File: src/rtl/uart_pkg.sv
// Shared definitions for the UART transmit arbiter: FSM encoding, byte width
// and the default WAIT-state timeout.
package uart_pkg;

  localparam int BYTE_W        = 8;
  localparam int TO_CYCLES_DEF = 1000000;

  typedef enum logic [1:0] {
    ST_IDLE  = 2'd0,
    ST_START = 2'd1,
    ST_WAIT  = 2'd2
  } state_t;

endpackage : uart_pkg

File: src/rtl/req_buf.sv
// One-entry holding buffer for a single requester, with a sticky overflow
// flag that records strobes dropped while the buffer was occupied.
module req_buf
  import uart_pkg::*;
(
  input  logic              clk,
  input  logic              rst,
  input  logic [BYTE_W-1:0] data,
  input  logic              valid,
  input  logic              drain,
  input  logic              ovf_clr,
  output logic [BYTE_W-1:0] data_q,
  output logic              full,
  output logic              ovf
);

  logic accept;
  logic drop;

  // A strobe is taken when the slot is free or is being emptied this cycle.
  always_comb begin
    accept = valid && (!full || drain);
    drop   = valid && full && !drain;
  end

  // Buffer occupancy, stored byte and sticky drop flag (set beats clear).
  always_ff @(posedge clk) begin
    if (rst) begin
      full   <= 1'b0;
      // NOTE: the data register is reset too so tx_data can never expose a stale byte after reset.
      data_q <= '0;
      ovf    <= 1'b0;
    end else begin
      // NOTE: sequential state uses non-blocking assignments so every flop samples pre-edge values.
      if (accept) begin
        full   <= 1'b1;
        data_q <= data;
      end else if (drain) begin
        full   <= 1'b0;
      end
      if (drop)         ovf <= 1'b1;
      else if (ovf_clr) ovf <= 1'b0;
    end
  end

endmodule : req_buf

File: src/rtl/uart_tx_arb.sv
// Two-requester arbiter feeding a single UART transmitter. Each requester has
// a one-byte holding buffer; a round-robin FSM launches one byte at a time and
// waits for tx_done, aborting after TO_CYCLES cycles. All outputs are flops.
module uart_tx_arb
  import uart_pkg::*;
#(
  parameter int TO_CYCLES = TO_CYCLES_DEF
) (
  input  logic              clk,
  input  logic              rst,
  input  logic [BYTE_W-1:0] req0_data,
  input  logic              req0_valid,
  output logic              req0_full,
  input  logic [BYTE_W-1:0] req1_data,
  input  logic              req1_valid,
  output logic              req1_full,
  output logic [BYTE_W-1:0] tx_data,
  output logic              tx_start,
  input  logic              tx_done,
  output logic [1:0]        grant,
  output logic [1:0]        ovf,
  input  logic              ovf_clr,
  output logic              timeout
);

  localparam int CNT_W = $clog2(TO_CYCLES);

  state_t            state, state_d;
  logic [CNT_W-1:0]  cnt;
  logic              prio;        // 0: requester 0 favoured, 1: requester 1
  logic              sel;         // requester picked in IDLE
  logic              any_full;
  logic              drain0, drain1;
  logic              wait_exit;
  logic              to_hit;
  logic [BYTE_W-1:0] buf0_q, buf1_q;
  logic [BYTE_W-1:0] tx_data_d;
  logic [1:0]        grant_d;
  logic              tx_start_d;
  logic              timeout_d;

  req_buf u_buf0 (
    .clk     (clk),
    .rst     (rst),
    .data    (req0_data),
    .valid   (req0_valid),
    .drain   (drain0),
    .ovf_clr (ovf_clr),
    .data_q  (buf0_q),
    .full    (req0_full),
    .ovf     (ovf[0])
  );

  req_buf u_buf1 (
    .clk     (clk),
    .rst     (rst),
    .data    (req1_data),
    .valid   (req1_valid),
    .drain   (drain1),
    .ovf_clr (ovf_clr),
    .data_q  (buf1_q),
    .full    (req1_full),
    .ovf     (ovf[1])
  );

  // State register, WAIT cycle counter and round-robin pointer.
  always_ff @(posedge clk) begin
    if (rst) begin
      state <= ST_IDLE;
      cnt   <= '0;
      prio  <= 1'b0;
    end else begin
      state <= state_d;
      cnt   <= (state == ST_WAIT && state_d == ST_WAIT) ? cnt + 1'b1 : '0;
      if (wait_exit) prio <= ~grant[1];
    end
  end

  // Next-state logic: round-robin pick in IDLE, done/timeout exit from WAIT.
  always_comb begin
    // NOTE: every combinational output gets a default first so no latch is inferred.
    state_d   = state;
    drain0    = 1'b0;
    drain1    = 1'b0;
    wait_exit = 1'b0;
    to_hit    = 1'b0;
    any_full  = req0_full || req1_full;
    sel       = (req0_full && req1_full) ? prio : req1_full;
    unique case (state)
      ST_IDLE: begin
        if (any_full) begin
          state_d = ST_START;
          drain0  = !sel;
          drain1  = sel;
        end
      end
      ST_START: state_d = ST_WAIT;
      ST_WAIT: begin
        if (tx_done) begin
          state_d   = ST_IDLE;
          wait_exit = 1'b1;
        end else if (cnt == CNT_W'(TO_CYCLES - 1)) begin
          state_d   = ST_IDLE;
          wait_exit = 1'b1;
          to_hit    = 1'b1;
        end
      end
      default: state_d = ST_IDLE;
    endcase
  end

  // Output logic: next values for the registered transmitter-side outputs.
  always_comb begin
    tx_data_d  = tx_data;
    grant_d    = grant;
    tx_start_d = 1'b0;
    timeout_d  = to_hit;
    if (state == ST_IDLE && any_full) begin
      tx_data_d  = sel ? buf1_q : buf0_q;
      grant_d    = sel ? 2'b10 : 2'b01;
      tx_start_d = 1'b1;
    end else if (wait_exit) begin
      grant_d    = 2'b00;
    end
  end

  // Output registers; tx_data and grant only change on launch or WAIT exit.
  always_ff @(posedge clk) begin
    if (rst) begin
      tx_data  <= '0;
      grant    <= 2'b00;
      tx_start <= 1'b0;
      timeout  <= 1'b0;
    end else begin
      tx_data  <= tx_data_d;
      grant    <= grant_d;
      tx_start <= tx_start_d;
      timeout  <= timeout_d;
    end
  end

endmodule : uart_tx_arb

File: config.mk
export PLATFORM = sky130hd
export DESIGN_NAME = uart_tx_arb
export DESIGN_NICKNAME = d
export VERILOG_FILES = /design/src/rtl/uart_pkg.sv /design/src/rtl/req_buf.sv /design/src/rtl/uart_tx_arb.sv
export SDC_FILE = /design/constraint.sdc
export NUM_CORES = 1
export LEC_CHECK = 0
export ABC_CLOCK_PERIOD_IN_PS = 3500
export CAP_MARGIN = 40
export CORE_MARGIN = 8
export CORE_UTILIZATION = 40
export CTS_CLUSTER_SIZE = 8
export DETAILED_ROUTE_END_ITERATION = 8
export DONT_BUFFER_PORTS = 1
export SYNTH_ARGS = -nofsm -noshare
export SYNTH_HDL_FRONTEND = slang
export SYNTH_SLANG_ARGS = --single-unit
File: constraint.sdc
create_clock -name clk -period 3.5 [get_ports clk]
set_clock_uncertainty 0.05 [all_clocks]
set_input_delay 0.7 -clock clk [delete_from_list [all_inputs] [get_ports clk]]
set_output_delay 0.7 -clock clk [all_outputs]
set_load 0.005 [all_outputs]
==> results of run 1 <==
[layer usage]
metal | global-route usage | vias to the layer above | share of wire
met1 | 0.1555 | 871 | 0.47
met3 | 0.05246 | 4 | 0.076
li1 | - | 940 | -
met5 | 0 | - | 0
met2 | 0.1913 | 38 | 0.44
met4 | 0.04832 | 0 | 0.013
[sequential cells by signal (all words and copies together), names as in the netlist, 2 cells and up]
register	count
cnt	20
tx_data	8
u_buf0.data_q	8
u_buf1.data_q	8
grant	2
state	2
[area by class of cell]
class / count / share of cell area
inverter: 5 / 0.007603
clock buffer: 5 / 0.02788
sequential: 55 / 0.4460
multi-input combinational: 192 / 0.4602
timing repair buffer: 1 / 0.003041
clock inverter: 3 / 0.01875
tap: 72 / 0.03649
[worst reg2reg max path: cells and delay by family, from the launching register on]
| kind | cells | cell delay [ns] |
|---|---|---|
| and+or+nand+nor | 2 | 0.95 |
| AOI/OAI and AO/OA | 2 | 0.90 |
| DFF | 1 | 0.35 |
[power breakdown]
group / total [uW] / internal, uW / switching [uW]
clock network: 428 / 216 / 213
registers: 685 / 656 / 28.7
logic: 82.8 / 33.6 / 49.2
[cells by family after synthesis]
logic type / count (synthesis)
fa+ha+maj: 1
simple gates: 120
mux: 9
compound gates: 50
xor+xnor: 12
buf+inv: 21
flops: 55
[stage by stage]
step           power, uW  std cells  hold WS, ns  cell area [um2]  setup slack, ns
2_1_floorplan      766.6        268       0.3938             2328            1.507
3_3_place_gp       782.1        325       0.4107             2354            1.131
3_5_place_dp       783.8        325       0.4103             2354            1.099
4_1_cts             1214        333       0.3803             2469            1.108
5_1_grt             1251        333       0.3737             2469           0.9065
6_report            1196        333       0.4028             2469            1.108
[cell usage in the layout, fill, tap and decap left out, drive strengths merged, types with 2 or more instances in the layout]
cell type	synthesis	routed
o31ai	4	4
nor4	5	5
nor3	2	2
and2	2	2
nand2b	3	3
mux2i	8	8
nor4b	2	2
inv	5	6
and3	3	3
nand2	20	20
xor2	9	9
nor2	37	37
o21ai	14	14
xnor2	3	3
nand3	27	27
nand4	6	6
or4	5	5
dfxtp	55	55
a311oi	7	7
or3	3	3
clkbuf	9	5
a21oi	16	16
[worst min path at each step]
| stage | startpoint | to | slack, ns | cells past startpoint |
|---|---|---|---|---|
| after floorplan | cnt[19]$_SDFF_PP0_ | cnt[19]$_SDFF_PP0_ | 0.39 | 2 |
| after global placement | u_buf0.data_q[6]$_SDFFE_PP0P_ | tx_data[6]$_SDFFE_PP0P_ | 0.41 | 2 |
| after detailed placement | u_buf1.data_q[2]$_SDFFE_PP0P_ | u_buf1.data_q[2]$_SDFFE_PP0P_ | 0.41 | 2 |
| after CTS | rst | u_buf1.data_q[3]$_SDFFE_PP0P_ | 0.38 | 1 |
| after global routing | rst | tx_data[1]$_SDFFE_PP0P_ | 0.37 | 1 |
| final | rst | tx_data[1]$_SDFFE_PP0P_ | 0.40 | 1 |
==> results.toml, run 1 <==
[floorplan]
initial_core_util = 0.4177
die_w_um = 92.30
fp.dieH_um = 92.30
rows = 27
dieArea_mm2 = 0.008518
core-area_mm2 = 0.005574
io_pins = 38

[synthesis]
synth_top_area_frac = 0.4729
yosys_warnings = 0
synth_edf_count = 0
synthTopCellsByCount = "55 x dfxtp_1, 37 x nor2_1, 27 x nand3_1"
synth_xor_area_frac = 0.04514
synth.mux.area_fraction = 0.03923
synthSimpleGateAreaFrac = 0.2563
syn-mean-instance-area_um2 = 8.688
ys_ff_latch = 55
synth_area_mm2 = 0.002328
synth_largest_area_cell = "dfxtp_1"
async_reset_ff_frac = 0
synth_top_family_by_area = "simple AND/OR/NAND/NOR gates"
synth_flop_cell = "dfxtp_1"
synth_compound_area_frac = 0.1419
synth_adder_area_share = 0.005373
yosysSeqAreaShare = 0.4729
synth.most_common_cell = "dfxtp_1"
yosysUniqueCellTypes = 45
synth.area.top_cells = "dfxtp_1 47%, nor2_1 6.0%, nand3_1 5.8%"
synth_nets = 291
synthCells = 268

[grt]
antenna_found_initial = 0
grt_first_pass_wirelength_um = 8625
grt_max_degree = 38
grt_pass1_vias = 1729
overflow = 0
grt_use_total = 0.1262

[placed_design]
gp_congestion = 0.7797
dpl.hpwl_um = 3786
portBuffers = 0

[detailed_routing]
drc = 0
drt-wirelength-per-cell_um = 15.74
drtIter0Drc = 80
vias = 1853
viasPerCell = 5.565
detail-route-antenna-nets = 0
totalWireLength_um = 5243
dr.pass1.iters = 4

[worst_setup_path]
r2r-start = "cnt[13]$_SDFF_PP0_"
r2r_slack_ns = 1.11
path_buf_inv = 0
path_delay_family = "simple AND/OR/NAND/NOR gates"
rr_endpoint = "state[1]$_SDFF_PP0_"
slowest_delay_ns = 0.71
path_cells = "or3b_1 -> or4_4 -> o21bai_2 -> o21ai_0"
r2r_cells = 4
worstPathMaxFanout = 21
cp-start-kind = "flip-flop"
crit_type = "reg2reg"
crit_cells = 4
critPathCaptureType = "flip-flop"
cp_slowest_cell = "o21bai_2"
arrival_ns = 2.50
critPathLaunch = "cnt[13]$_SDFF_PP0_"
required_ns = 3.61
crit_path_end = "state[1]$_SDFF_PP0_"

[run]
maxCapViolations = 0

[sta]
drv_slew = 0
worst_slew_pin_slew_ns = 0.8507
fin_crit_ns = 2.392
period_share = 0.6836
relSlewSlack = 0.4325
max_freq_ghz = 0.4180
finalSetupTns_ns = 0
setup_viol = 0
rsz0062_at_grt = "no"
finalHoldViolations = 0

[layout]
multi_input_area_mm2 = 0.001136
diodes = 0
fillers = 572
fin_nets = 283
drive_gt1_frac = 0.05364
final_core_util = 0.4429
register_area_mm2 = 0.001101
areaGrowthSynthToFinish_pct = 6.018

[power]
power_density_mw_per_mm2 = 484.6
peakVddDrop_mv = 0.3027
power_leakage_uw = 0.0008189

[clock_tree]
root_buffer = "clkbuf_8"
cts_made_buffers = 5
cts_resized = 0
clock-sinks = 55
post_cts_buffers = 0
htree_levels = 2
path_clk_slew_ns = 0.11
max-clock-path-buffers = 2
clock_latency_ns = 0.32
ctsHoldBuffers = 0
cts_tree = "done"

[status]
status = "finished, final reports clean"

[min_path]
hp-class = "in2reg"
No activity file was read; power rests on OpenSTA's default activity.
==> inputs of run 2 (changes only) <==
- ABC_CLOCK_PERIOD_IN_PS: 3500 -> 2100
- clock period: 3.5 -> 2.1 ns (I/O delays scaled with it)
==> run 2 against run 1 <==
  * Clock power grew 65%
  * Critical endpoint is now prio$_SDFFE_PP0P_
  * Largest cell class unchanged
  * Flip-flop and latch count stayed put
  * Count of clock-buffer cells in the layout is the same
  * Die area unchanged
  * Wire length grew 0.88%
==> results.toml, run 2 (synthesis results as in run 1) <==
[grt]
overflow = 0
antenna_found_initial = 0
grt_max_degree = 38
grt_use_total = 0.1245
grt_pass1_vias = 1787
grt_first_pass_wirelength_um = 8790

[worst_setup_path]
cp-start-kind = "flip-flop"
crit_type = "reg2reg"
required_ns = 2.25
arrival_ns = 2.19
worstPathMaxFanout = 4
critPathCaptureType = "flip-flop"
r2r_cells = 4

[floorplan]
fp.dieH_um = 92.30
die_w_um = 92.30
core-area_mm2 = 0.005574
dieArea_mm2 = 0.008518
initial_core_util = 0.4177
rows = 27
io_pins = 38

[detailed_routing]
vias = 1873
drt-wirelength-per-cell_um = 15.20
drc = 0
dr.pass1.iters = 4
drtIter0Drc = 56
viasPerCell = 5.382
detail-route-antenna-nets = 0
totalWireLength_um = 5289

[clock_tree]
root_buffer = "clkbuf_8"
clock_latency_ns = 0.31
path_clk_slew_ns = 0.10
clock-sinks = 55
cts_tree = "done"
cts_made_buffers = 5
ctsHoldBuffers = 0
htree_levels = 2
max-clock-path-buffers = 2

[sta]
relSlewSlack = 0.7551
finalHoldViolations = 0
setup_viol = 0
finalSetupTns_ns = 0
rsz0062_at_grt = "no"
worst_slew_pin_slew_ns = 0.3635
drv_slew = 0
fin_crit_ns = 2.036
period_share = 0.9697
max_freq_ghz = 0.4911

[layout]
instances_no_fill = 348
top_register = "cnt"
fin_nets = 298
mostFrequentLayoutCells = "54 x dfxtp_1, 37 x nor2_1, 27 x nand3_1, 20 x nand2_1"
layout_commonest_cell = "dfxtp_1"
largest_reg_flops = 20
fillers = 576
drive_gt1_frac = 0.1087
areaGrowthSynthToFinish_pct = 10.91
diodes = 0

[placed_design]
gp_congestion = 0.7534
dp_cells = 340
portBuffers = 0
dpl.hpwl_um = 3948

[status]
status = "finished, final reports clean"

[power]
power_leakage_uw = 0.0008934
power_density_mw_per_mm2 = 776.6
peakVddDrop_mv = 0.4039
finalPower_uw = 2006

[run]
maxCapViolations = 0

[min_path]
hp-class = "in2reg"
worstHoldPathCells = 1
[run 2: worst max-delay path: stages (launching register included)]
cell	delay (ns)
dfxtp_1	0.34
or3b_1	0.41
or4_4	0.56
o31ai_4	0.25
mux2_1	0.34
[run 2: stage by stage]
step                      cell area (um2)  hold WS (ns)    util  setup WS (ns)
final                                2582        0.1279  0.4633        0.06366
after floorplan                      2328        0.3938       -         0.1074
after detailed placement             2466        0.4120  0.4424        0.06695
after global placement               2466        0.4087  0.4424         0.1031
after CTS                            2581        0.1070  0.4631        0.05404
after global routing                 2582        0.1059  0.4633       0.002554
[run 2: layer usage]
layer	global-route usage	vias up	share of wire
li1	-	972	-
met1	0.1618	859	0.49
met2	0.1865	40	0.44
met3	0.04681	2	0.069
met4	0.03758	0	0.0068
met5	0	-	0
[run 2: cell type report]
class	instances	area, um2	area share
well taps	72	90.09	0.03488
inverters	5	18.77	0.007267
multi-input cells	192	1136	0.4399
flip-flops and latches	55	1102	0.4268
clock buffers	5	68.82	0.02665
repair buffers	16	120.1	0.04651
clock inverters	3	46.29	0.01793
[run 2: path summary, 6_finish.rpt]
kind	startpoint	endpoint	slack, ns
setup / recovery	cnt[13]$_SDFF_PP0_	prio$_SDFFE_PP0P_	0.06
hold / removal	rst	u_buf0.data_q[5]$_SDFFE_PP0P_	0.13
setup reg to reg	cnt[13]$_SDFF_PP0_	prio$_SDFFE_PP0P_	0.06
hold reg to reg	u_buf1.data_q[2]$_SDFFE_PP0P_	u_buf1.data_q[2]$_SDFFE_PP0P_	0.42
[run 2: power breakdown]
part,leakage (uW),switching (uW),internal (uW)
Clock,0.0000548,347,360
Combinational,0.000389,89.1,71.4
Sequential,0.000450,45.0,1090
Total,0.000893,481,1520
[run 2: what timing repair did]
item / in CTS / in global routing
buffers inserted: 0 / 0
endpoints found under the setup margin: 0 / 1
gates resized for setup: 0 / 1
==> inputs of run 3 (changes only) <==
- CAP_MARGIN: 40 -> not set
- CELL_PAD_IN_SITES_DETAIL_PLACEMENT: not set -> 0
- CELL_PAD_IN_SITES_GLOBAL_PLACEMENT: not set -> 1
- CTS_BUF_LIST: not set -> sky130_fd_sc_hd__clkbuf_2
- PLACE_DENSITY_LB_ADDON: not set -> 0.1
==> run 3 against run 2 <==
  * Highest routed layer unchanged
  * Sequential power hardly changed
  * Total power is 13% lower
  * Global-route usage is 0.98 points higher
  * Fmax hardly changed
  * Count of clock-buffer cells in the layout stayed put
  * Cell area is 5.5% higher
==> results.toml, run 3 (synthesis results as in run 1) <==
[status]
status = "finished, final reports clean"

[clock_tree]
clock-sinks = 55
htree_levels = 2
max-clock-path-buffers = 2
cts_made_buffers = 5
path_clk_slew_ns = 0.28
root_buffer = "clkbuf_2"
cts_tree = "done"
clock_latency_ns = 0.45
post_cts_buffers = 0

[power]
p_int_uw = 1271
power_density_mw_per_mm2 = 643.4
p_seq_frac = 0.649
pwr-share-comb = 0.113
clock_power_share = 0.238
power_switching_uw = 481.5
p_sw_frac = 0.2747
power_leakage_uw = 0.0009470
peakVddDrop_mv = 0.2635

[worst_setup_path]
arrival_ns = 2.36
critPathCaptureType = "flip-flop"
crit_type = "reg2reg"
cp-start-kind = "flip-flop"
worstPathMaxFanout = 4
required_ns = 2.42

[grt]
grt_pass1_vias = 1903
grt_use_total = 0.1344
grt_max_degree = 34
overflow = 0
grt_first_pass_wirelength_um = 9418
antenna_found_initial = 0

[layout]
fin_nets = 316
layout_commonest_cell = "dfxtp_1"
top_register = "cnt"
fin_area_mm2 = 0.002724
register_area_mm2 = 0.001104
largest_reg_flops = 20
mostFrequentLayoutCells = "53 x dfxtp_1, 36 x nor2_1, 27 x nand3_1, 20 x nand2_1, 19 x dlygate4sd3_1"
instances_no_fill = 366
multi_input_area_mm2 = 0.001139
diodes = 0
drive_gt1_frac = 0.1054
areaGrowthSynthToFinish_pct = 16.98
fillers = 577

[sta]
fin_crit_ns = 2.035
finalSetupTns_ns = 0
drv_slew = 0
finalHoldViolations = 0
rsz0062_at_grt = "no"
max_freq_ghz = 0.4914
relSlewSlack = 0.6154
setup_viol = 0
worst_slew_pin_slew_ns = 0.5769
period_share = 0.9691

[detailed_routing]
totalWireLength_um = 5450
drt-wirelength-per-cell_um = 14.89
detail-route-antenna-nets = 0
vias = 1959
drc = 0
viasPerCell = 5.352
dr.pass1.iters = 5
drtIter0Drc = 99

[floorplan]
dieArea_mm2 = 0.008518
fp.dieH_um = 92.30
core-area_mm2 = 0.005574
die_w_um = 92.30
rows = 27
io_pins = 38
initial_core_util = 0.4177

[run]
maxCapViolations = 0

[placed_design]
dp_cells = 338
dpl_cell_area_mm2 = 0.002464
dpl.hpwl_um = 3797
portBuffers = 0
gp_congestion = 0.7592

[min_path]
hp-class = "in2reg"
[run 3: cell types whose count changed in the layout (fill, tap and decap cells not counted), sizes merged]
cell / delta
inv: -1
buf: -1
bufinv: -1
clkinvlp: +1
clkinv: +1
dlygate4sd3: +19
[run 3: cell type report]
class                           count  share of cell area
Tap cell                           72             0.03307
Clock buffer                        5            0.009187
Clock inverter                      3            0.007350
Inverter                            5            0.006890
Sequential cell                    55              0.4051
Timing Repair Buffer               34              0.1203
Multi-Input combinational cell    192              0.4180
[run 3: power groups by stage]
stage               Clock, uW  Sequential [uW]  Combinational (uW)
global placement            0             1160                 152
global route              481             1150                 226
finish                    417             1140                 197
CTS                       447             1140                 186
floorplan                   0             1150                 132
detailed placement          0             1160                 154
[run 3: path summary, 6_finish.rpt]
check	start	end	slack [ns]	depth (start not counted)
max	cnt[13]$_SDFF_PP0_	prio$_SDFFE_PP0P_	0.06	4
min	req0_data[6]	u_buf0.data_q[6]$_SDFFE_PP0P_	0.04	2
max reg2reg	cnt[13]$_SDFF_PP0_	prio$_SDFFE_PP0P_	0.06	4
min reg2reg	cnt[19]$_SDFF_PP0_	cnt[19]$_SDFF_PP0_	0.44	2
[run 3: timing repair]
| action | in CTS | in global routing |
|---|---|---|
| gates resized for setup | 0 | 3 |
| setup endpoints to repair | 0 | 2 |
| hold buffers | 13 | 7 |
| hold endpoints to repair | 33 | 10 |
[run 3: metal layers]
metal  vias to the layer above  global-route usage  share of wire
li1                       1002                   -              -
met1                       919              0.1974           0.54
met2                        34              0.1812           0.40
met3                         4             0.03955          0.055
met4                         0             0.04027         0.0092
met5                         -                   0              0
[run 3: through the flow]
| stage | setup WS (ns) | hold WS [ns] | utilization | power (uW) |
|---|---|---|---|---|
| CTS | 0.03420 | 0.0006876 | 0.4752 | 1774 |
| floorplan | 0.1074 | 0.3938 | - | 1278 |
| global route | 0.003026 | 0.0003521 | 0.4887 | 1856 |
| finish | 0.06499 | 0.03747 | 0.4887 | 1753 |
| detailed placement | 0.06079 | 0.4111 | 0.4420 | 1313 |
| global placement | 0.1032 | 0.4086 | 0.4420 | 1310 |
[run 3: worst max-delay path: stages, from the launching register on]
cell and delay (ns):
dfxtp_2 0.40, or3b_1 0.39, or4_4 0.55, o31ai_4 0.24, mux2_1 0.34
